<file path="src/rtl/logic_op_sequencer.sv">
// logic_op_sequencer: accepts logic-unit commands, drives registered operands,
// waits a settle time, captures the result and returns it over valid/ready.
`default_nettype none

module logic_op_sequencer #(
   parameter int SETTLE_CYCLES = 1,
   parameter int CNT_W         = 8
) (
   input  logic             clk,
   input  logic             rst,
   input  logic             i_cmd_valid,
   output logic             o_cmd_ready,
   input  logic [1:0]       i_cmd_op,
   input  logic [3:0]       i_cmd_a,
   input  logic [3:0]       i_cmd_b,
   input  logic [7:0]       i_cmd_c,
   output logic [3:0]       o_lu_a,
   output logic [3:0]       o_lu_b,
   output logic [7:0]       o_lu_c,
   output logic [1:0]       o_lu_sw,
   input  logic [7:0]       i_lu_f,
   output logic             o_res_valid,
   input  logic             i_res_ready,
   output logic [7:0]       o_res_data,
   output logic [1:0]       o_res_op,
   output logic [CNT_W-1:0] o_op_count
);

   localparam int             c_CW   = (SETTLE_CYCLES > 1) ? $clog2(SETTLE_CYCLES) : 1;
   localparam logic [c_CW-1:0] c_LOAD = c_CW'(SETTLE_CYCLES - 1);

   typedef enum logic [1:0] {
      S_IDLE   = 2'd0,
      S_SETTLE = 2'd1,
      S_HOLD   = 2'd2
   } state_t;

   state_t            r_state;
   state_t            w_next;
   logic              w_accept;
   logic              w_capture;
   logic              w_done;
   logic [c_CW-1:0]   r_cnt;
   logic [3:0]        r_lu_a;
   logic [3:0]        r_lu_b;
   logic [7:0]        r_lu_c;
   logic [1:0]        r_lu_sw;
   logic              r_res_valid;
   logic [7:0]        r_res_data;
   logic [1:0]        r_res_op;
   logic [CNT_W-1:0]  r_op_count;

   always_ff @(posedge clk or posedge rst) begin
      if (rst) begin
         r_state <= S_IDLE;
      end else begin
         r_state <= w_next;
      end
   end

   always_comb begin
      w_next      = r_state;
      w_accept    = 1'b0;
      w_capture   = 1'b0;
      w_done      = 1'b0;
      o_cmd_ready = 1'b0;
      case (r_state)
         S_IDLE: begin
            o_cmd_ready = 1'b1;
            if (i_cmd_valid) begin
               w_accept = 1'b1;
               w_next   = S_SETTLE;
            end
         end
         S_SETTLE: begin
            if (r_cnt == '0) begin
               w_capture = 1'b1;
               w_next    = S_HOLD;
            end
         end
         S_HOLD: begin
            // r_res_valid is always set here, so ready alone completes the handshake.
            if (r_res_valid && i_res_ready) begin
               w_done = 1'b1;
               w_next = S_IDLE;
            end
         end
         default: begin
            w_next = S_IDLE;
         end
      endcase
   end

   always_ff @(posedge clk or posedge rst) begin
      if (rst) begin
         r_cnt       <= '0;
         r_lu_a      <= '0;
         r_lu_b      <= '0;
         r_lu_c      <= '0;
         r_lu_sw     <= '0;
         r_res_valid <= 1'b0;
         r_res_data  <= '0;
         r_res_op    <= '0;
         r_op_count  <= '0;
      end else begin
         if (w_accept) begin
            r_lu_a  <= i_cmd_a;
            r_lu_b  <= i_cmd_b;
            r_lu_c  <= i_cmd_c;
            r_lu_sw <= i_cmd_op;
            r_cnt   <= c_LOAD;
         end else if (r_state == S_SETTLE && r_cnt != '0) begin
            r_cnt <= r_cnt - 1'b1;
         end
         if (w_capture) begin
            r_res_data  <= i_lu_f;
            r_res_op    <= r_lu_sw;
            r_res_valid <= 1'b1;
         end else if (w_done) begin
            r_res_valid <= 1'b0;
            r_op_count  <= r_op_count + 1'b1;
         end
      end
   end

   assign o_lu_a      = r_lu_a;
   assign o_lu_b      = r_lu_b;
   assign o_lu_c      = r_lu_c;
   assign o_lu_sw     = r_lu_sw;
   assign o_res_valid = r_res_valid;
   assign o_res_data  = r_res_data;
   assign o_res_op    = r_res_op;
   assign o_op_count  = r_op_count;

endmodule

`default_nettype wire

</file>
<file path="config.mk">
export PLATFORM = sky130hd
export DESIGN_NAME = logic_op_sequencer
export DESIGN_NICKNAME = d
export VERILOG_FILES = /design/src/rtl/logic_op_sequencer.sv
export SDC_FILE = /design/constraint.sdc
export NUM_CORES = 1
export LEC_CHECK = 0
export CORE_UTILIZATION = 40
export DETAILED_ROUTE_END_ITERATION = 10
export PLACE_DENSITY_LB_ADDON = 0.2
export SKIP_CTS_REPAIR_TIMING = 1
export SYNTH_ARGS = -nofsm -noshare
export SYNTH_HDL_FRONTEND = slang
export SYNTH_SLANG_ARGS = --single-unit
</file>
<file path="constraint.sdc">
create_clock -name clk -period 1.6 [get_ports clk]
set_input_delay 0.4 -clock clk [delete_from_list [all_inputs] [get_ports clk]]
set_output_delay 0.4 -clock clk [all_outputs]
set_load 0.01 [all_outputs]
</file>
==> flow_summary.toml, run 1 <==
[outcome]
run_status = "finished clean"

[sta]
fin_crit_sh_pct = 92.07
drv_slew = 0
finalHoldViolations = 0
rsz0062_at_grt = "no"
fin_tns_setup_ps = 0
skew_ps = 3.310
finalSetupViolations = 0
worst_slew_pin_slew_ps = 231.9
clock.fmax_ghz = 0.6789
max_slew_margin_pct = 84.41
final.min_clock_period_ps = 1473

[power_and_ir_drop]
ir_worst_vdd_mv = 0.9498
p_int_mw = 3.315
total_power_mw = 4.668
p_switching_mw = 1.354
leakage_nw = 1.529
p_seq_share_pct = 36.8
pwr-share-comb_pct = 44.4
p_clk_share_pct = 18.8
powerDensity_mw_per_mm2 = 1734
p_sw_share_pct = 29.00

[routing]
routedWlPerCell_um = 14.13
highest_layer = "met4"
wl_met3_um = 197
ant_nets = 0
met1Wirelength_mm = 1.312
drtPass1Iterations = 2
dr_wl_met2_mm = 1.865
avgViaCountPerCell = 4.650
remaining_drc_errors = 0
first_iter_violations = 20
via_count = 1130
wl_mm = 3.434

[global_routing]
grt_max_degree = 41
grt_pass1_vias = 1203
grt_usage_pct = 17.64
grt_pass1_wl_mm = 5.513
antenna_found_initial = 0
overflow = 0

[setup_path]
cp.arrival_ps = 1650
endpoint = "o_res_data[4]"
crit_fanout = 9
worst-setup-path-type = "register to register"
r2r_slack_ps = 130
cp-end-kind = "register"
r2r-end = "o_res_data[4]"
startpoint = "r_state[1]"
critPathRequiredTime_ps = 1770
worstReg2RegStart = "r_state[1]"
r2r_cells = 4
start_kind = "register"

[cts]
root_buffer = "clkbuf_8"
cts.sinks = 40
cts_tree = "done"
cts_buffers = 5
cts_buffer_depth = 2
clk_pin_slew_worst_paths_ps = 70
cts_max_level = 2
worstSkewPairLatency_ps = 290

[logic_synthesis]
yosysSeqAreaShare_pct = 60.42
syn_inst = 108
netlist_area_mm2 = 0.001657
ys_ff_latch = 40
syn_avg_cell_area_um2 = 15.34
synth.distinct_cells = 25
yosys_warnings = 0
syn-num-nets = 139

[finish]
layout-drive-gt1-share_pct = 30.05
final.fill_count = 291
layoutNonFillerInstCount = 243
area_growth_pct = 62.54
final_nets = 223
antennaDiodeCount = 0

[die]
num_io_pins = 68
die_y_um = 66.36
die_area_mm2 = 0.004403
die_x_um = 66.36
num_rows = 23
start_util_pct = 41.41
core_area_mm2 = 0.004000

[flow_run]
cap_violations = 0

[placed_design]
port_buffers = 67
routabilityCongestion = 0.7790
detailed_place_hpwl_mm = 2.511
dp.cells = 230

[worst_hold_path]
hp-class = "register to register"
[worst max-delay path, stage by stage, from the launching register on]
cell and delay, ps:
dfrtp_1 400, buf_4 170, nor3_4 220, buf_4 220, mux2_2 350
[final cells by class]
type	instances	area, um^2	share of cell area [%]
tap	50	62.56	2.323
inverter	3	11.26	0.4182
clock inverter	1	30.03	1.115
multi-input combinational	61	594.3	22.07
timing repair buffer	81	895.9	33.27
sequential	40	1002	37.22
clock buffer	7	96.34	3.578
[power by group through the flow]
stage,registers [mW],logic (mW),clock network [mW]
4_1_cts,1.75,2.16,0.909
6_report,1.72,2.07,0.876
5_1_grt,1.78,2.22,0.951
3_3_place_gp,1.74,2.10,0
3_5_place_dp,1.76,2.15,0
2_1_floorplan,1.93,0.840,0
[registers in the layout, indices dropped and copies added (netlist names)]
name and cells:
o_res_data 8, r_cnt 1, o_lu_b 4, o_lu_sw 2, o_lu_c 8, o_res_valid 1
o_lu_a 4, o_res_op 2, o_op_count 8, r_state 2
[synthesized netlist by cell type]
| cell | number | area share [%] |
|---|---|---|
| nor2_1 | 3 | 0.68 |
| nor2_2 | 1 | 0.38 |
| o21a_1 | 1 | 0.45 |
| nor4_2 | 1 | 0.76 |
| nand3_1 | 2 | 0.60 |
| nand2_1 | 7 | 1.6 |
| a21o_1 | 1 | 0.45 |
| mux2_4 | 10 | 9.1 |
| buf_4 | 1 | 0.45 |
| nand4b_2 | 1 | 0.91 |
| xor2_1 | 3 | 1.6 |
| a31o_2 | 1 | 0.53 |
| buf_6 | 2 | 1.4 |
| nor3_1 | 2 | 0.60 |
| inv_1 | 3 | 0.68 |
| nand4_1 | 1 | 0.38 |
| xnor2_1 | 4 | 2.1 |
| mux2_2 | 18 | 12 |
| nor3_4 | 1 | 0.98 |
| dfrtp_1 | 40 | 60 |
| buf_12 | 1 | 1.2 |
| and2_4 | 1 | 0.53 |
| and4b_2 | 1 | 0.68 |
| mux2i_1 | 1 | 0.60 |
| ha_1 | 1 | 0.76 |
[cells by family after synthesis]
family | synth area share (%)
xor gates and xnor gates | 3.701
buffers and inverters | 3.701
and+or+nand+nor | 8.082
adders and majority gates | 0.7552
AOI/OAI and AO/OA | 1.435
DFF | 60.42
muxes | 21.90
[worst min path at each step]
stage	startpoint	end	cells past startpoint
2_1_floorplan	o_op_count[7]	o_op_count[7]	1
3_3_place_gp	o_op_count[7]	o_op_count[7]	1
3_5_place_dp	o_op_count[7]	o_op_count[7]	1
4_1_cts	rst	o_lu_c[4]	3
5_1_grt	rst	o_lu_c[0]	3
6_report	o_op_count[7]	o_op_count[7]	1
[through the flow]
stage	setup slack [ps]	hold WS [ps]	utilization (%)	cell area, um^2
after floorplan	123.3	503.9	-	1657
after global placement	-66.53	460.3	60.81	2432
after detailed placement	-96.73	475.9	60.81	2432
after CTS	-229.4	487.2	63.97	2559
after global routing	15.69	504.5	67.31	2693
final	127.0	472.6	67.31	2693
[layer usage]
layer,global-route usage (%),up-vias
met2,30.23,39
met1,19.27,552
met5,0,-
li1,-,533
met3,6.552,6
met4,7.979,0
[cell usage in the layout, fill, tap and decap left out]
cell type,count
nor4_2,1
o21a_1,1
dlymetal6s2s_1,38
nor2_1,3
clkdlybuf4s50_1,29
buf_12,2
mux2i_1,1
nand2_1,7
buf_4,12
mux2_4,10
nor2_2,1
nor3_1,2
nand3_1,2
nand4_1,1
nand4b_2,1
nor3_4,1
dfrtp_2,1
a31o_2,1
and2_4,1
clkbuf_8,7
xor2_1,3
a21o_1,1
ha_1,1
mux2_2,18
bufinv_16,1
xnor2_1,4
dfrtp_1,39
inv_1,3
and4b_2,1
Power figures use the tool's default switching activity.
==> inputs of run 2 (changes only) <==
- SETUP_SLACK_MARGIN: unset -> 0.4
==> run 2 against run 1 <==
  * Setup slack better by 86 ps
  * Clock-buffer cell count up 1
  * Final cell count up 12%
  * Global-route usage down 0.90 points
  * Sequential share of layout area down 1.2 points
  * First-iteration DRC count up 35%
  * Sequential power about the same
  * Flip-flop and latch count unchanged
  * Cell area up 3.3%
  * Combinational power up 24%
  * Die area unchanged
  * Largest cell class unchanged
  * Largest power group unchanged
==> flow_summary.toml, run 2 (same netlist as run 1, synthesis figures left out) <==
[power_and_ir_drop]
total_power_mw = 4.990
leakage_nw = 1.409
powerDensity_mw_per_mm2 = 1793
ir_worst_vdd_mv = 0.8688

[setup_path]
worstReg2RegStart = "r_state[0]"
worst-setup-path-type = "register to register"
critPathRequiredTime_ps = 1760
crit_fanout = 5
cp-end-kind = "register"
startpoint = "r_state[0]"
r2r_cells = 5
r2r_slack_ps = 210
start_kind = "register"
cp.arrival_ps = 1550

[sta]
rsz0062_at_grt = "yes"
finalHoldViolations = 0
worst_slew_pin_slew_ps = 309.0
fin_hold_ws_ps = 503.5
fin_crit_sh_pct = 86.72
fin_tns_setup_ps = 0
setup_ws_ps = 212.5
clock.fmax_ghz = 0.7207
drv_slew = 0
final.min_clock_period_ps = 1388
max_slew_margin_pct = 79.34
finalSetupViolations = 0
skew_ps = 6.482

[global_routing]
grt_pass1_vias = 1133
antenna_found_initial = 0
grt_usage_pct = 16.75
overflow = 0
grt_pass1_wl_mm = 5.361
grt_max_degree = 41

[placed_design]
dp_slack_ps = -114.6
port_buffers = 67
detailed_place_hpwl_mm = 2.618
postPlaceCellArea_mm2 = 0.002465
routabilityCongestion = 0.6732
dp.cells = 229

[die]
die_y_um = 66.36
core_area_mm2 = 0.004000
die_x_um = 66.36
die_area_mm2 = 0.004403
num_rows = 23
start_util_pct = 41.41
num_io_pins = 68

[finish]
final_common_cell = "dfrtp_1"
antennaDiodeCount = 0
layoutNonFillerInstCount = 272
final_cell_mix = "dfrtp_1 (38), clkbuf_2 (34), buf_4 (34), mux2_4 (28), clkdlybuf4s50_1 (27)"
area_growth_pct = 67.98
final_nets = 252
layout-drive-gt1-share_pct = 59.46
final_core_util_pct = 69.57
final_area_mm2 = 0.002783

[cts]
worstSkewPairLatency_ps = 280
cts_buffers = 5
clk_pin_slew_worst_paths_ps = 70
cts.sinks = 40
cts_buffer_depth = 2
root_buffer = "clkbuf_8"
cts_max_level = 2
cts_tree = "done"

[flow_run]
cap_violations = 0

[routing]
first_iter_violations = 27
wl_mm = 4.018
via_count = 1272
ant_nets = 0
avgViaCountPerCell = 4.676
remaining_drc_errors = 0
routedWlPerCell_um = 14.77
drtPass1Iterations = 4

[worst_hold_path]
hp-class = "input pin to async pin"

[outcome]
run_status = "finished clean"
==> run 2: cell types whose count changed in the layout (fill, tap and decap cells not counted), moves of 3 or more <==
| cell | before | now |
|---|---|---|
| buf_4 | 12 | 34 |
| nand2_2 | 0 | 3 |
| clkbuf_2 | 0 | 34 |
| dlymetal6s2s_1 | 38 | 2 |
| mux2_4 | 10 | 28 |
| buf_6 | 0 | 9 |
| mux2_2 | 18 | 0 |
| nand2_1 | 7 | 4 |
==> run 2: metal layers <==
metal	global-route usage [%]	vias to the layer above	share of wire [%]
li1	-	596	-
met1	21.10	628	43
met2	26.91	44	50
met3	4.483	4	5.7
met4	7.181	0	1.1
met5	0	-	0
==> run 2: where the power goes <==
group / switching, mW / leakage [nW] / total (mW) / internal [mW]
registers: 0.289 / 0.477 / 1.75 / 1.46
clock network: 0.324 / 0.0455 / 0.675 / 0.352
logic: 0.965 / 0.887 / 2.57 / 1.60
total: 1.58 / 1.41 / 4.99 / 3.41
==> run 2: worst max-delay path, cell delays in order, from the launching register on <==
cell and delay (ps):
dfrtp_2 430, buf_6 140, inv_4 40, nor3_4 190
buf_6 180, mux2_4 300
==> run 2: final timing paths <==
check | to
setup / recovery | o_res_op[0]
max in group asynchronous | r_state[1]
hold / removal | o_lu_c[4]
min in group clk | o_lu_a[2]
hold reg to reg | o_lu_a[2]
setup reg to reg | o_res_op[0]
==> run 2: layout make-up <==
class	count	area, um^2
Inverter	3	17.52
Clock buffer	8	90.09
Tap cell	50	62.56
Multi-Input combinational cell	61	716.9
Sequential cell	40	1003
Fill cell	283	1217
Timing Repair Buffer	110	892.1
